## src/rtl/apuf_ctrl_pkg.sv

```systemverilog
// Shared types and constants for the arbiter-PUF evaluation sequencer.
package apuf_ctrl_pkg;

    typedef enum logic [2:0] {
        IDLE,
        SETUP,
        RACE,
        SAMPLE,
        RECOVER,
        DONE
    } apuf_state_e;

    localparam int APUF_CHAL_W   = 45;
    localparam int APUF_NUM_EVAL = 7;

    // Accept-to-resp_valid latency in clk cycles.
    function automatic int apuf_latency(input int settle, input int race, input int n_eval);
        return settle + n_eval * (race + 1 + settle) + 1;
    endfunction

endpackage

```

## src/rtl/sync_2ff.sv

```systemverilog
// Two-flop synchronizer with asynchronous active-low clear.
module sync_2ff (
    input  logic clk,
    input  logic rst_n,
    input  logic d,
    output logic q
);

    logic meta;

    always_ff @(posedge clk or negedge rst_n) begin
        if (!rst_n) begin
            meta <= 1'b0;
            q    <= 1'b0;
        end else begin
            meta <= d;
            q    <= meta;
        end
    end

endmodule

```

## src/rtl/apuf_eval_ctrl.sv

```systemverilog
// Arbiter-PUF sequencer: holds a challenge, fires NUM_EVAL races and
// returns a majority-voted response with a ones count and stability flag.
module apuf_eval_ctrl
    import apuf_ctrl_pkg::*;
#(
    parameter int CHAL_W     = APUF_CHAL_W,
    parameter int SETTLE_CYC = 4,
    parameter int RACE_CYC   = 4,
    parameter int NUM_EVAL   = APUF_NUM_EVAL,
    parameter int CNT_W      = $clog2(NUM_EVAL + 1)
) (
    input  logic              clk,
    input  logic              rst_n,
    input  logic [CHAL_W-1:0] chal_in,
    input  logic              chal_valid,
    output logic              chal_ready,
    output logic [CHAL_W-1:0] puf_chal,
    output logic              puf_x,
    output logic              puf_y,
    input  logic              puf_q,
    output logic              resp_bit,
    output logic [CNT_W-1:0]  resp_ones,
    output logic              resp_stable,
    output logic              resp_valid,
    input  logic              resp_ready,
    output logic              busy
);

    localparam int CYC_MAX = (SETTLE_CYC > RACE_CYC) ? SETTLE_CYC : RACE_CYC;
    localparam int CYC_W   = $clog2(CYC_MAX + 1);
    localparam logic [CYC_W-1:0] SETTLE_LD = CYC_W'(SETTLE_CYC - 1);
    localparam logic [CYC_W-1:0] RACE_LD   = CYC_W'(RACE_CYC - 1);
    localparam logic [CNT_W-1:0] NE        = CNT_W'(NUM_EVAL);
    localparam logic [CNT_W-1:0] HALF      = CNT_W'(NUM_EVAL / 2);

    apuf_state_e      state_q, state_d;
    logic [CYC_W-1:0] cyc_q, cyc_d;
    logic [CNT_W-1:0] eval_q, ones_q;
    logic             xy_q;
    logic             q_sync;

    sync_2ff u_sync (
        .clk   (clk),
        .rst_n (rst_n),
        .d     (puf_q),
        .q     (q_sync)
    );

    assign chal_ready = (state_q == IDLE);
    assign busy       = (state_q != IDLE);
    assign puf_x      = xy_q;
    assign puf_y      = xy_q;

    // One down-counter serves SETUP, RACE and RECOVER; reloaded on entry.
    always_comb begin
        state_d = state_q;
        cyc_d   = (cyc_q != '0) ? cyc_q - CYC_W'(1) : cyc_q;
        case (state_q)
            IDLE:    if (chal_valid) begin
                         state_d = SETUP;
                         cyc_d   = SETTLE_LD;
                     end
            SETUP:   if (cyc_q == '0) begin
                         state_d = RACE;
                         cyc_d   = RACE_LD;
                     end
            RACE:    if (cyc_q == '0) state_d = SAMPLE;
            SAMPLE:  begin
                         state_d = RECOVER;
                         cyc_d   = SETTLE_LD;
                     end
            RECOVER: if (cyc_q == '0) begin
                         if (eval_q == NE) begin
                             state_d = DONE;
                         end else begin
                             state_d = RACE;
                             cyc_d   = RACE_LD;
                         end
                     end
            DONE:    if (resp_valid && resp_ready) state_d = IDLE;
            default: state_d = IDLE;
        endcase
    end

    always_ff @(posedge clk or negedge rst_n) begin
        if (!rst_n) begin
            state_q <= IDLE;
            cyc_q   <= '0;
            xy_q    <= 1'b0;
        end else begin
            state_q <= state_d;
            cyc_q   <= cyc_d;
            // X/Y stay high through the SAMPLE cycle and drop on entering RECOVER.
            xy_q    <= (state_d == RACE) || (state_d == SAMPLE);
        end
    end

    always_ff @(posedge clk or negedge rst_n) begin
        if (!rst_n) begin
            puf_chal    <= '0;
            eval_q      <= '0;
            ones_q      <= '0;
            resp_valid  <= 1'b0;
            resp_bit    <= 1'b0;
            resp_ones   <= '0;
            resp_stable <= 1'b0;
        end else begin
            if (state_q == IDLE && chal_valid) begin
                puf_chal <= chal_in;
                eval_q   <= '0;
                ones_q   <= '0;
            end
            if (state_q == SAMPLE) begin
                eval_q <= eval_q + CNT_W'(1);
                if (ones_q != NE) ones_q <= ones_q + CNT_W'(q_sync);
            end
            if (state_q == DONE && !resp_valid) begin
                resp_valid  <= 1'b1;
                resp_ones   <= ones_q;
                resp_bit    <= (ones_q > HALF);
                resp_stable <= (ones_q == '0) || (ones_q == NE);
            end else if (resp_valid && resp_ready) begin
                resp_valid <= 1'b0;
            end
        end
    end

endmodule

```

## config.mk

```make
export PLATFORM = sky130hd
export DESIGN_NAME = apuf_eval_ctrl
export DESIGN_NICKNAME = d
export VERILOG_FILES = /design/src/rtl/apuf_ctrl_pkg.sv /design/src/rtl/sync_2ff.sv /design/src/rtl/apuf_eval_ctrl.sv
export SDC_FILE = /design/constraint.sdc
export NUM_CORES = 1
export LEC_CHECK = 0
export ABC_AREA = 1
export CORE_ASPECT_RATIO = 0.7
export CORE_UTILIZATION = 25
export CTS_CLUSTER_SIZE = 20
export DETAILED_ROUTE_END_ITERATION = 8
export MAX_ROUTING_LAYER = met4
export PLACE_DENSITY_LB_ADDON = 0.1
export SYNTH_ARGS = -nofsm -noshare
export SYNTH_HDL_FRONTEND = slang
export SYNTH_SLANG_ARGS = --single-unit
```

## constraint.sdc

```tcl
create_clock -name clk -period 1.76 [get_ports clk]
set_clock_uncertainty 0.15 [all_clocks]
set_input_delay 0.264 -clock clk [delete_from_list [all_inputs] [get_ports clk]]
set_output_delay 0.264 -clock clk [all_outputs]
set_load 0.005 [all_outputs]
```

# Word-level counts from Yosys, hierarchy flattened
# Cells that the tools add are included.
[word_totals]
word_cells = 59
ff_bits = 66
inputBits = 50
out_inout_bits = 55
[op_classes]
addsub = 3
magnitude_cmp = 1
mux = 20
eq_ne = 10
reduce_logical = 13
[ops]
columns = ["op", "count"]
rows = [
  ["two-way mux 3 bit", 16],
  ["one-hot mux 3 bit (6 select lines)", 1],
  ["equality test 3 x 2 -> 1 bit, second input constant", 4],
  ["equality test 3 bit, second input constant", 4],
  ["one-hot mux 3 bit (4 select lines)", 1],
  ["logical NOT 3 bit", 3],
  ["nonzero test 3 bit", 2],
  ["nonzero test 2 bit", 2],
  ["adder 3 x 1 -> 3 bit", 1],
  ["adder 3 x 1 -> 3 bit, second input constant", 1],
  ["equality test 3 x 1 -> 1 bit, second input constant", 1],
  ["> comparator 3 x 2 -> 1 bit, second input constant", 1],
  ["logical AND 1 bit", 3],
  ["!= test 3 bit, second input constant", 1],
  ["subtractor 3 x 1 -> 3 bit, second input constant", 1],
  ["logical OR 1 bit", 2],
  ["two-way mux 1 bit", 2],
  ["logical NOT 1 bit", 1],
]

# Longest topological paths before layout
# Gate-level depths: netlist (run 1).
[logic_depth]
ltp_word = 6
ltp_mapped = 9
ltp_nobuf = 9

# By module
# A second synthesis (run 1) with hierarchy kept.
[hier_totals]
cells_unflattened = 320
hier_area_um2 = 2805.2
[by_module_without_submodules]
columns = ["mod", "area_per_inst_um2", "seq_area_each_um2", "cells_per_inst", "instances"]
rows = [
  ["apuf_eval_ctrl", 2755.1, 1601.5, 318, 1],
  ["sync_2ff", 50.0, 50.0, 2, 1],
]

# Least setup slack after synthesis (run 1)
# No wires, ideal clock.
[synth_path]
kind = "reg-to-reg"
startpoint = "register eval_q[0]"
endpoint = "register state_q[2]"
setup_ns = 0.119
path_stages_with_launch = 7
synth_period_minus_slack_ns = 1.375
n_path_buf = 0
arrival_time_ns = 1.106
path_slack_ns = 0.385
path_cell_list = "dfrtp_1 ha_1 ha_1 nor2_1 nor2_1 nor2_1 inv_1"
[synth_between]
elab_chain_cells = 4
[synth_lines]
columns = ["item", "line_no", "source"]
rows = [
  ["start: declaration", "apuf_eval_ctrl.sv:38", "logic [CNT_W-1:0] eval_q, ones_q;"],
  ["start signal: assignment", "apuf_eval_ctrl.sv:114", "eval_q <= eval_q + CNT_W'(1);"],
  ["equality test 3 bit", "apuf_eval_ctrl.sv:73", "if (eval_q == NE) begin"],
  ["two-way mux 3 bit", "apuf_eval_ctrl.sv:73", ""],
  ["two-way mux 3 bit", "apuf_eval_ctrl.sv:72", "RECOVER: if (cyc_q == '0) begin"],
  ["one-hot mux 3 bit (6 select lines)", "apuf_eval_ctrl.sv:58", "case (state_q)"],
  ["named net state_d[2]", "apuf_eval_ctrl.sv:36", "apuf_state_e state_q, state_d;"],
  ["end signal: assignment", "apuf_eval_ctrl.sv:91", "state_q <= state_d;"],
  ["end: declaration", "apuf_eval_ctrl.sv:36", ""],
]
# The timed path passes the listed nets, and every way through them passes these cells.
# A chain may end at the register's enable or synchronous reset.

# Worst setup path after layout (run 1)
[layout_path]
startpoint = "register resp_valid"
endpoint = "output resp_valid"
[layout_rtl]
columns = ["item", "line_no", "source"]
rows = [
  ["start: declaration", "apuf_eval_ctrl.sv:24", "output logic resp_valid,"],
  ["start signal: assignment", "apuf_eval_ctrl.sv:103", "resp_valid <= 1'b0;"],
  ["start signal: assignment", "apuf_eval_ctrl.sv:118", "resp_valid <= 1'b1;"],
  ["start signal: assignment", "apuf_eval_ctrl.sv:123", "resp_valid <= 1'b0;"],
]
# No word-level cell between the ends.

==> results.yml, run 1 <==
worst_setup_path:
  rr_startpoint: "cyc_q[0]$_DFF_PN0_"
  cp.required_ps: 1350
  path_delay_family: "buffers and inverters"
  critPathBufInv: 1
  reg2reg_to: "puf_x$_DFF_PN0_"
  end_kind: "output pin"
  path_class: "reg2out"
  reg2regPathDepth: 8
  r2r_slack_ps: 210
  crit_path_top_delay_cell: "clkdlybuf4s50_1"
  worst_setup_path_start_kind: "flop"
  crit_path_max_fanout: 4
  cp_slowest_stage_delay_ps: 520
  crit_chain: "clkdlybuf4s50_1"
  cp.arrival_ps: 1250
yosys:
  syn-cell-area_um2: 2810
  yosysUniqueCellTypes: 22
  ys_top_cells_by_area: "dfrtp_1 59%, nand2_1 23%, ha_1 3.1%"
  syn-num-nets: 378
  ys_ff_latch: 66
  yosys.area.top_type_share_pct: 58.8
  synth_area_per_cell_um2: 8.74
  yosys_warnings: 0
  synth_top_cell_by_area: "dfrtp_1"
  yosysSeqAreaShare_pct: 58.8
  syn_inst: 321
clock_tree:
  clock-root-buffer: "clkbuf_16"
  htree_levels: 3
  insertion_delay_ps: 330
  clock_path_buffers: 2
  clkTransAtPathRegs_ps: 50
  cts_buffers: 9
  clock_sinks: 66
  cts_tree: "built"
grt:
  grt_busiest_layer: "met1"
  met3_usage_pct: 6.64
  grtUsageTotal_pct: 13.4
  grt_pass1_vias: 2432
  antenna_found_initial: 0
  grt-ovfl-total: 0
  met2_usage_pct: 17.4
  met1_usage_pct: 17.9
  grt_pass1_wl_mm: 11.7
  grt_start_max_net_pins: 67
layout:
  nFillCells: 1090
  antenna-diode-count: 0
  syn2layout_area_growth_pct: 56.5
  multi_input_area_um2: 988
  final_cell_mix: "174 x nand2_1, 101 x clkdlybuf4s50_1, 64 x dfrtp_1"
  layout.nets: 493
  mostFrequentLayoutCell: "nand2_1"
  layout-drive-gt1-share_pct: 8.62
  ff_latch_area_um2: 1650
die:
  die-area_um2: 11700
  die-height_um: 90.6
  row_count: 31
  die_w_um: 129
  start_util_pct: 26.4
  io_pins: 105
  core_area_um2: 10600
pwr:
  p_leak_uw: 0.00219
  seq_power_share_pct: 34.4
  ir_drop_uv: 617
  internal-power_uw: 5110
  switching_share_pct: 32.0
  power_density_nw_per_um2: 1710
  combPwrFrac_pct: 40.7
  p_switching_uw: 2400
  fin_total_pwr_uw: 7510
  clock_power_share_pct: 25.0
sta:
  worst_slew_pin_slew_ps: 361
  drv_slew: 0
  setup_tns_ps: 0
  period_share_pct: 94.7
  hold_viol: 0
  setup_viol: 0
  setup_ws_ps: 93.0
  fmax_mhz: 600
  slew_headroom_pct: 75.9
  fin_crit_ps: 1670
  rsz0062_at_grt: "no"
worst_hold_path:
  worstHoldPathCells: 0
  hold_class: "reg2reg"
  min_from: "u_sync.meta$_DFF_PN0_"
  hold_end: "u_sync.q$_DFF_PN0_"
routing:
  drcViolationCount: 0
  via_count: 2345
  first_pass_iters: 4
  routed_via_density: 3.98
  wl_per_cell_um: 11.7
  dr.first_iter.drc_count: 84
  drt_wl_total_mm: 6.89
  ant_nets: 0
placed_design:
  gp_congestion: 0.856
  pre_cts_ws_ps: 128
  port_buffers: 104
  place_hpwl_mm: 4.79
outcome:
  outcome: "finished, final reports clean"
job:
  cap_violations: 0
cell type report:
class	instances	share of cell area [%]
sequential	66	37.7
timing repair buffer	115	26.6
tap	148	4.22
multi-input combinational	224	22.5
clock buffer	15	6.55
clock inverter	1	0.684
inverter	20	1.77
how the worst max path moves through the flow:
stage / from / to / slack [ps] / cells past startpoint
2_1_floorplan: eval_q[0]$_DFFE_PN0P_ / state_q[2]$_DFF_PN0_ / 390 / 6
3_3_place_gp: state_q[1]$_DFF_PN0_ / chal_ready / 150 / 4
3_5_place_dp: state_q[1]$_DFF_PN0_ / chal_ready / 130 / 4
4_1_cts: resp_valid$_DFFE_PN0P_ / resp_valid / 60 / 1
5_1_grt: resp_valid$_DFFE_PN0P_ / resp_valid / 20 / 1
6_report: resp_valid$_DFFE_PN0P_ / resp_valid / 90 / 1
cells by family after synthesis:
group / synth area share [%]
fa+ha+maj: 3.12
compound gates: 2.01
simple gates: 29.8
xor+xnor: 0.312
flops: 58.8
buf+inv: 5.93
stage by stage:
| step | cells | hold slack, ps | area [µm²] | util, % |
|---|---|---|---|---|
| after global routing | 589 | 213 | 4390 | 41.3 |
| after CTS | 589 | 200 | 4390 | 41.3 |
| after detailed placement | 570 | 165 | 4050 | 38.1 |
| after floorplan | 321 | -182 | 2810 | - |
| after global placement | 570 | 173 | 4050 | 38.1 |
| final | 589 | 197 | 4390 | 41.3 |
flip-flops by register name, indices dropped and copies added, names as in the netlist:
register and count:
u_sync.meta 1, cyc_q 3, resp_valid 1, state_q 3, puf_x 1, puf_chal 45, eval_q 3, u_sync.q 1
ones_q 3, resp_stable 1, resp_bit 1, resp_ones 3
power by group through the flow:
stage                     sequential [µW]  clock, µW  combinational [µW]
after floorplan                      2580          0                1400
after global placement               2600          0                3060
after detailed placement             2580          0                3080
after CTS                            2590       1930                3100
after global routing                 2680       2010                3450
final                                2580       1870                3050
timing repair:
action | 4_1_cts | 5_1_grt
gates resized for setup | 4 | 0
hold buffers | 1 | 0
endpoints found under the setup margin | 2 | 0
setup buffers | 2 | 0
hold endpoints to repair | 66 | 0
synth_stat cells (all sizes together):
cell and number:
a31oi 1, nand3 12, o21ai 8, nand4 3, nor2 14, buf 11, dfrtp 66, xor2 1
inv 20, nand2 176, ha 7, a21oi 2
metal layers:
layer | vias up | routed length (µm)
li1 | 1211 | -
met1 | 1038 | 3420
met2 | 86 | 2720
met3 | 10 | 651
met4 | 0 | 95
met5 | - | 0
Power figures use the tool's default switching activity.
==> inputs of run 2 (changes only) <==
- CTS_CLUSTER_DIAMETER: unset -> 80
==> results of run 2 <==
Final layout, timing and power as in run 1 (identical DEF).
==> variant 1 (config.mk and constraints of run 1) <==
Set the package constant `APUF_NUM_EVAL` to 6 (it was 7).
--- a/src/rtl/apuf_ctrl_pkg.sv
+++ b/src/rtl/apuf_ctrl_pkg.sv
@@ -11,7 +11,7 @@
     } apuf_state_e;
 
     localparam int APUF_CHAL_W   = 45;
-    localparam int APUF_NUM_EVAL = 7;
+    localparam int APUF_NUM_EVAL = 6;
 
     // Accept-to-resp_valid latency in clk cycles.
     function automatic int apuf_latency(input int settle, input int race, input int n_eval);
Check against the original RTL: same outputs for any inputs over 10 cycles, from zero or initial values and one cycle with rst_n low; that may be too few to reach the edited logic, so the function may still have changed.
==> variant 1 against run 1 <==
Total power shrank 2.4%. Design area down 1.2%. Area after synthesis decreased by 0.71%. Cell count fell by 0.17%. Routed wire length up 3.8%. Setup slack better by 0.047 ns. Sequential cell count is the same. Critical path type unchanged. Critical endpoint is now puf_chal[25].
==> variant 1: results (changes against run 1) <==
DPL Wire Length -> 5.05 mm (was 4.79 mm)
GRT Total Usage -> 0.139 (was 0.134)
largest cells by area after synthesis -> dfrtp_1 (59%), nand2_1 (23%), ha_1 (2.7%), buf_4 (2.4%), inv_1 (2.2%) (was dfrtp_1 (59%), nand2_1 (23%), ha_1 (3.1%), inv_1 (2.0%), nand3_1 (2.0%))
Leak -> 2.15 nW (was 2.19 nW)
Max Buffers Root-to-Sink -> 2 (unchanged)
H-Tree Depth -> 3 (unchanged)
ys async rst share -> 1.00 (unchanged)
first-pass GRT wire length -> 12.0 mm (was 11.7 mm)
internal power -> 0.00498 W (was 0.00511 W)
Net count, final -> 491 (was 493)
status -> finished, final reports clean (unchanged)
Synthesis Warnings -> 0 (unchanged)
IO buf count -> 104 (unchanged)
Slew @ Worst Pin -> 0.509 ns (was 0.361 ns)
Hold Vio Cnt, Final -> 0 (unchanged)
routed len/inst -> 12.1 um (was 11.7 um)
dpl ws -> 0.117 ns (was 0.128 ns)
cell with the most instances after synthesis -> nand2_1 (unchanged)
routed vias/inst -> 4.05 (was 3.98)
clk_lat worst skew -> 0.32 ns
Mapped Nets -> 375 (was 378)
distinct cell type count after synthesis -> 24 (was 22)
initial antenna violation count -> 0 (unchanged)
vias in the first global route -> 2,306 (was 2,432)
sequential fraction of the synthesis area -> 0.593 (was 0.588)
Detail Route Antenna Nets -> 0 (unchanged)
Fill cells -> 1,045 (was 1,090)
critical path arrival -> 1.21 ns (was 1.25 ns)
CTS Buf Count -> 9 (unchanged)
largest reg by FF count -> puf_chal (unchanged)
max incr delay on CP -> 0.52 ns (about the same)
CTS root buf -> clkbuf_16 (unchanged)
layout cells sized above 1 -> 0.0841 (was 0.0862)
max FFs per register -> 45 (unchanged)
Max FO, Critical Path -> 2 (was 4)
synth cell count leaders -> nand2_1 (173), dfrtp_1 (66), inv_1 (16) (was nand2_1 (174), dfrtp_1 (66), inv_1 (15))
RD Place Congestion -> 0.736 (was 0.856)
diodes inserted -> 0 (unchanged)
Worst-path clk slew -> 0.06 ns
initial drt markers -> 141 (was 84)
Crit-path slowest cell -> clkdlybuf4s50_1 (unchanged)
Hold Path Class -> reg2reg (unchanged)
maximum number of pins on one net before global-route repair -> 39 (was 67)
Max VDD drop -> 0.514 mV (was 0.617 mV)
## variant 1: changes by cell type after synthesis, moves of 2 or more
cell,change
buf_6,-2
o21ai_1,+2
nand3b_1,+2
nand3_1,-4
nor2_1,-4
o211ai_1,+2
buf_4,+3
## variant 1: final cells by class
class / count / area [um^2] / share of cell area
Sequential cell: 66 / 1650 / 0.381
Timing Repair Buffer: 116 / 1150 / 0.265
Multi-Input combinational cell: 221 / 972 / 0.224
Clock buffer: 14 / 264 / 0.0608
Tap cell: 148 / 185 / 0.0427
Inverter: 21 / 78.8 / 0.0182
Clock inverter: 2 / 35.0 / 0.00807
## variant 1: cells by family after synthesis
logic type               share of synthesized area
AND/OR/NAND/NOR                              0.289
AO/OA/AOI/OAI                               0.0269
buffers and inverters                       0.0584
adder cells (fa/ha/maj)                     0.0269
XOR/XNOR                                   0.00629
flip-flops                                   0.593
## variant 1: timing repair
item                       4_1_cts  5_1_grt
gates resized for setup          3        0
setup buffers                    3        0
setup endpoints to repair        2        0
hold buffers                     1        0
hold endpoints to repair        66        0
## variant 1: final timing paths
path,cells after the start,to,slack (ns),from
worst max-delay path,1,puf_chal[25],0.14,puf_chal[25]
worst min-delay path,0,u_sync.q,0.21,u_sync.meta
max in group asynchronous,3,state_q[0],0.67,rst_n
worst max register to register,9,eval_q[1],0.19,state_q[2]
min in group asynchronous,3,puf_chal[30],0.34,rst_n
worst min register to register,0,u_sync.q,0.21,u_sync.meta
## variant 1: through the flow
stage,instance area (um^2),instances
global route,4340,588
global placement,4010,568
detailed placement,4010,568
finish,4340,588
floorplan,2790,319
CTS,4340,588
## variant 1: power by group through the flow
stage	registers [W]	logic [W]	clock network [W]
after floorplan	0.00257	0.00132	0
after global placement	0.00257	0.00297	0
after detailed placement	0.00256	0.00301	0
after CTS	0.00255	0.00306	0.00184
after global routing	0.00263	0.00336	0.00191
final	0.00255	0.00300	0.00178
## variant 1: routing by layer
layer	global-route usage	share of wire	vias up
li1	-	-	1213
met4	0.0412	0.0077	0
met2	0.185	0.42	77
met5	-	0	-
met3	0.0504	0.062	6
met1	0.193	0.51	1085
==> variant 2 (settings of run 1) <==
Made on the original files. Make the reset (`rst_n`) synchronous in 3 clocked blocks. Comments in the files are not updated.
--- a/src/rtl/sync_2ff.sv
+++ b/src/rtl/sync_2ff.sv
@@ -8,7 +8,7 @@
 
     logic meta;
 
-    always_ff @(posedge clk or negedge rst_n) begin
+    always_ff @(posedge clk) begin
         if (!rst_n) begin
             meta <= 1'b0;
             q    <= 1'b0;
--- a/src/rtl/apuf_eval_ctrl.sv
+++ b/src/rtl/apuf_eval_ctrl.sv
@@ -82,7 +82,7 @@
         endcase
     end
 
-    always_ff @(posedge clk or negedge rst_n) begin
+    always_ff @(posedge clk) begin
         if (!rst_n) begin
             state_q <= IDLE;
             cyc_q   <= '0;
@@ -95,7 +95,7 @@
         end
     end
 
-    always_ff @(posedge clk or negedge rst_n) begin
+    always_ff @(posedge clk) begin
         if (!rst_n) begin
             puf_chal    <= '0;
             eval_q      <= '0;
Check against the original RTL: differs if rst_n is asserted again (counterexample within 4 cycles, from zero or initial values and one cycle with rst_n low); with rst_n held inactive, the same outputs for 10 cycles.
==> variant 2 against run 1 <==
Global-route usage is 0.77 points higher. Register-to-register slack worse by 0.09 ns. Non-clock buffer count is 3 higher. Cell count is 3.4% higher. Total power is 25% lower. Area after synthesis is 1.8% higher. Routed wire length is 13% higher. Design area is 0.26% lower. Sequential cell count stayed put. Synthesized cell count is 7.8% higher. Setup slack worse by 0.015 ns.
==> variant 2: results (changes against run 1) <==
Crit-path slowest cell -> dfxtp_4 (was clkdlybuf4s50_1)
initial antenna violation count -> 0 (unchanged)
Worst-path clk slew -> 0.05 ns (about the same)
Fill cells -> 1,121 (was 1,090)
vias in the first global route -> 2,520 (was 2,432)
maximum number of pins on one net before global-route repair -> 46 (was 67)
IO buf count -> 104 (unchanged)
max FFs per register -> 45 (unchanged)
vias post-DR -> 2,627 (was 2,345)
RD Place Congestion -> 0.800 (was 0.856)
distinct cell type count after synthesis -> 25 (was 22)
CTS root buf -> clkbuf_16 (unchanged)
Mapped Nets -> 403 (was 378)
clk_lat worst skew -> 0.32 ns
layout cells sized above 1 -> 0.160 (was 0.0862)
cell area after placement -> 4070 um^2 (was 4050 um^2)
Leak -> 1.71 nW (was 2.19 nW)
ys async rst share -> 0 (was 1.00)
routed wire length -> 7.75 mm (was 6.89 mm)
initial drt markers -> 121 (was 84)
H-Tree Depth -> 3 (unchanged)
DPL Wire Length -> 5.23 mm (was 4.79 mm)
Top delay family on crit path -> flip-flops (was buffers and inverters)
Max VDD drop -> 0.687 mV (was 0.617 mV)
CTS Buf Count -> 9 (unchanged)
Max Buffers Root-to-Sink -> 2 (unchanged)
Net count, final -> 509 (was 493)
Compound-Gate Fraction of Synth Area -> 0.113 (was 0.0201)
largest reg by FF count -> puf_chal (unchanged)
status -> finished, final reports clean (unchanged)
post-synthesis xor/xnor area fraction -> 0.00306 (was 0.00312)
max incr delay on CP -> 0.36 ns (was 0.52 ns)
Slew HR -> 0.789 (was 0.759)
internal power -> 0.00379 W (was 0.00511 W)
sequential fraction of the synthesis area -> 0.462 (was 0.588)
synth cell count leaders -> nand2_1 (81), dfxtp_1 (66), a21oi_1 (56) (was nand2_1 (174), dfrtp_1 (66), inv_1 (15))
Hold Path Class -> reg2reg (unchanged)
GRT Total Usage -> 0.142 (was 0.134)
Synth Area in Adders -> 0.0306 (was 0.0312)
first-pass GRT wire length -> 12.6 mm (was 11.7 mm)
largest cells by area after synthesis -> dfxtp_1 (46%), nand3_2 (11%), nand2_1 (11%), a21oi_1 (9.8%), nand3_1 (4.7%) (was dfrtp_1 (59%), nand2_1 (23%), ha_1 (3.1%), inv_1 (2.0%), nand3_1 (2.0%))
## variant 2: power by group through the flow
stage,combinational (W),sequential [W],clock [W]
2_1_floorplan,0.00127,0.00190,0
3_3_place_gp,0.00200,0.00189,0
3_5_place_dp,0.00199,0.00190,0
4_1_cts,0.00202,0.00188,0.00179
5_1_grt,0.00223,0.00191,0.00184
6_report,0.00202,0.00188,0.00172
## variant 2: kinds of logic after synthesis
kind of cell,count (synthesis)
xor+xnor,1
buf+inv,44
fa+ha+maj,7
simple gates,164
flops,66
compound gates,64
## variant 2: final cells by class
type                       count  area, um^2  area share
multi-input combinational    236        1300       0.296
timing repair buffer         118        1190       0.272
inverter                      21        78.8      0.0180
clock inverter                 1        7.51     0.00171
sequential                    66        1330       0.303
clock buffer                  14         284      0.0648
tap                          153         191      0.0437
## variant 2: worst paths after layout
path	from	endpoint	slack [ns]	cells after the start
min	u_sync.meta	u_sync.q	0.26	2
max reg2reg	state_q[1]	puf_chal[31]	0.12	8
max	state_q[1]	chal_ready	0.08	5
min reg2reg	u_sync.meta	u_sync.q	0.26	2
## variant 2: stage by stage
step,power (W),hold WS (ns),instances,setup slack (ns),util
global route,0.00598,0.304,609,0.0266,0.396
floorplan,0.00318,0.212,346,0.412,-
CTS,0.00569,0.273,608,0.00432,0.396
detailed placement,0.00389,0.259,592,0.167,0.368
global placement,0.00389,0.252,592,0.186,0.368
finish,0.00561,0.263,609,0.0784,0.396
## variant 2: tightest hold or removal path: cells and delay by family (launching register included)
family / cells / cell delay (ns)
buffers and inverters: 1 / 0.04
DFF: 1 / 0.30
and+or+nand+nor: 1 / 0.05
## variant 2: per-layer routing
layer / global-route usage / part of all wire
met1: 0.189 / 0.51
met3: 0.0454 / 0.066
met5: - / 0
met2: 0.200 / 0.41
met4: 0.0494 / 0.0094
## variant 2: timing repair
action / CTS / global route
buffers inserted: 1 / 1
hold endpoints to repair: 0 / 0
pin swaps: 1 / 1
setup endpoints to repair: 2 / 1
resized for setup: 7 / 1
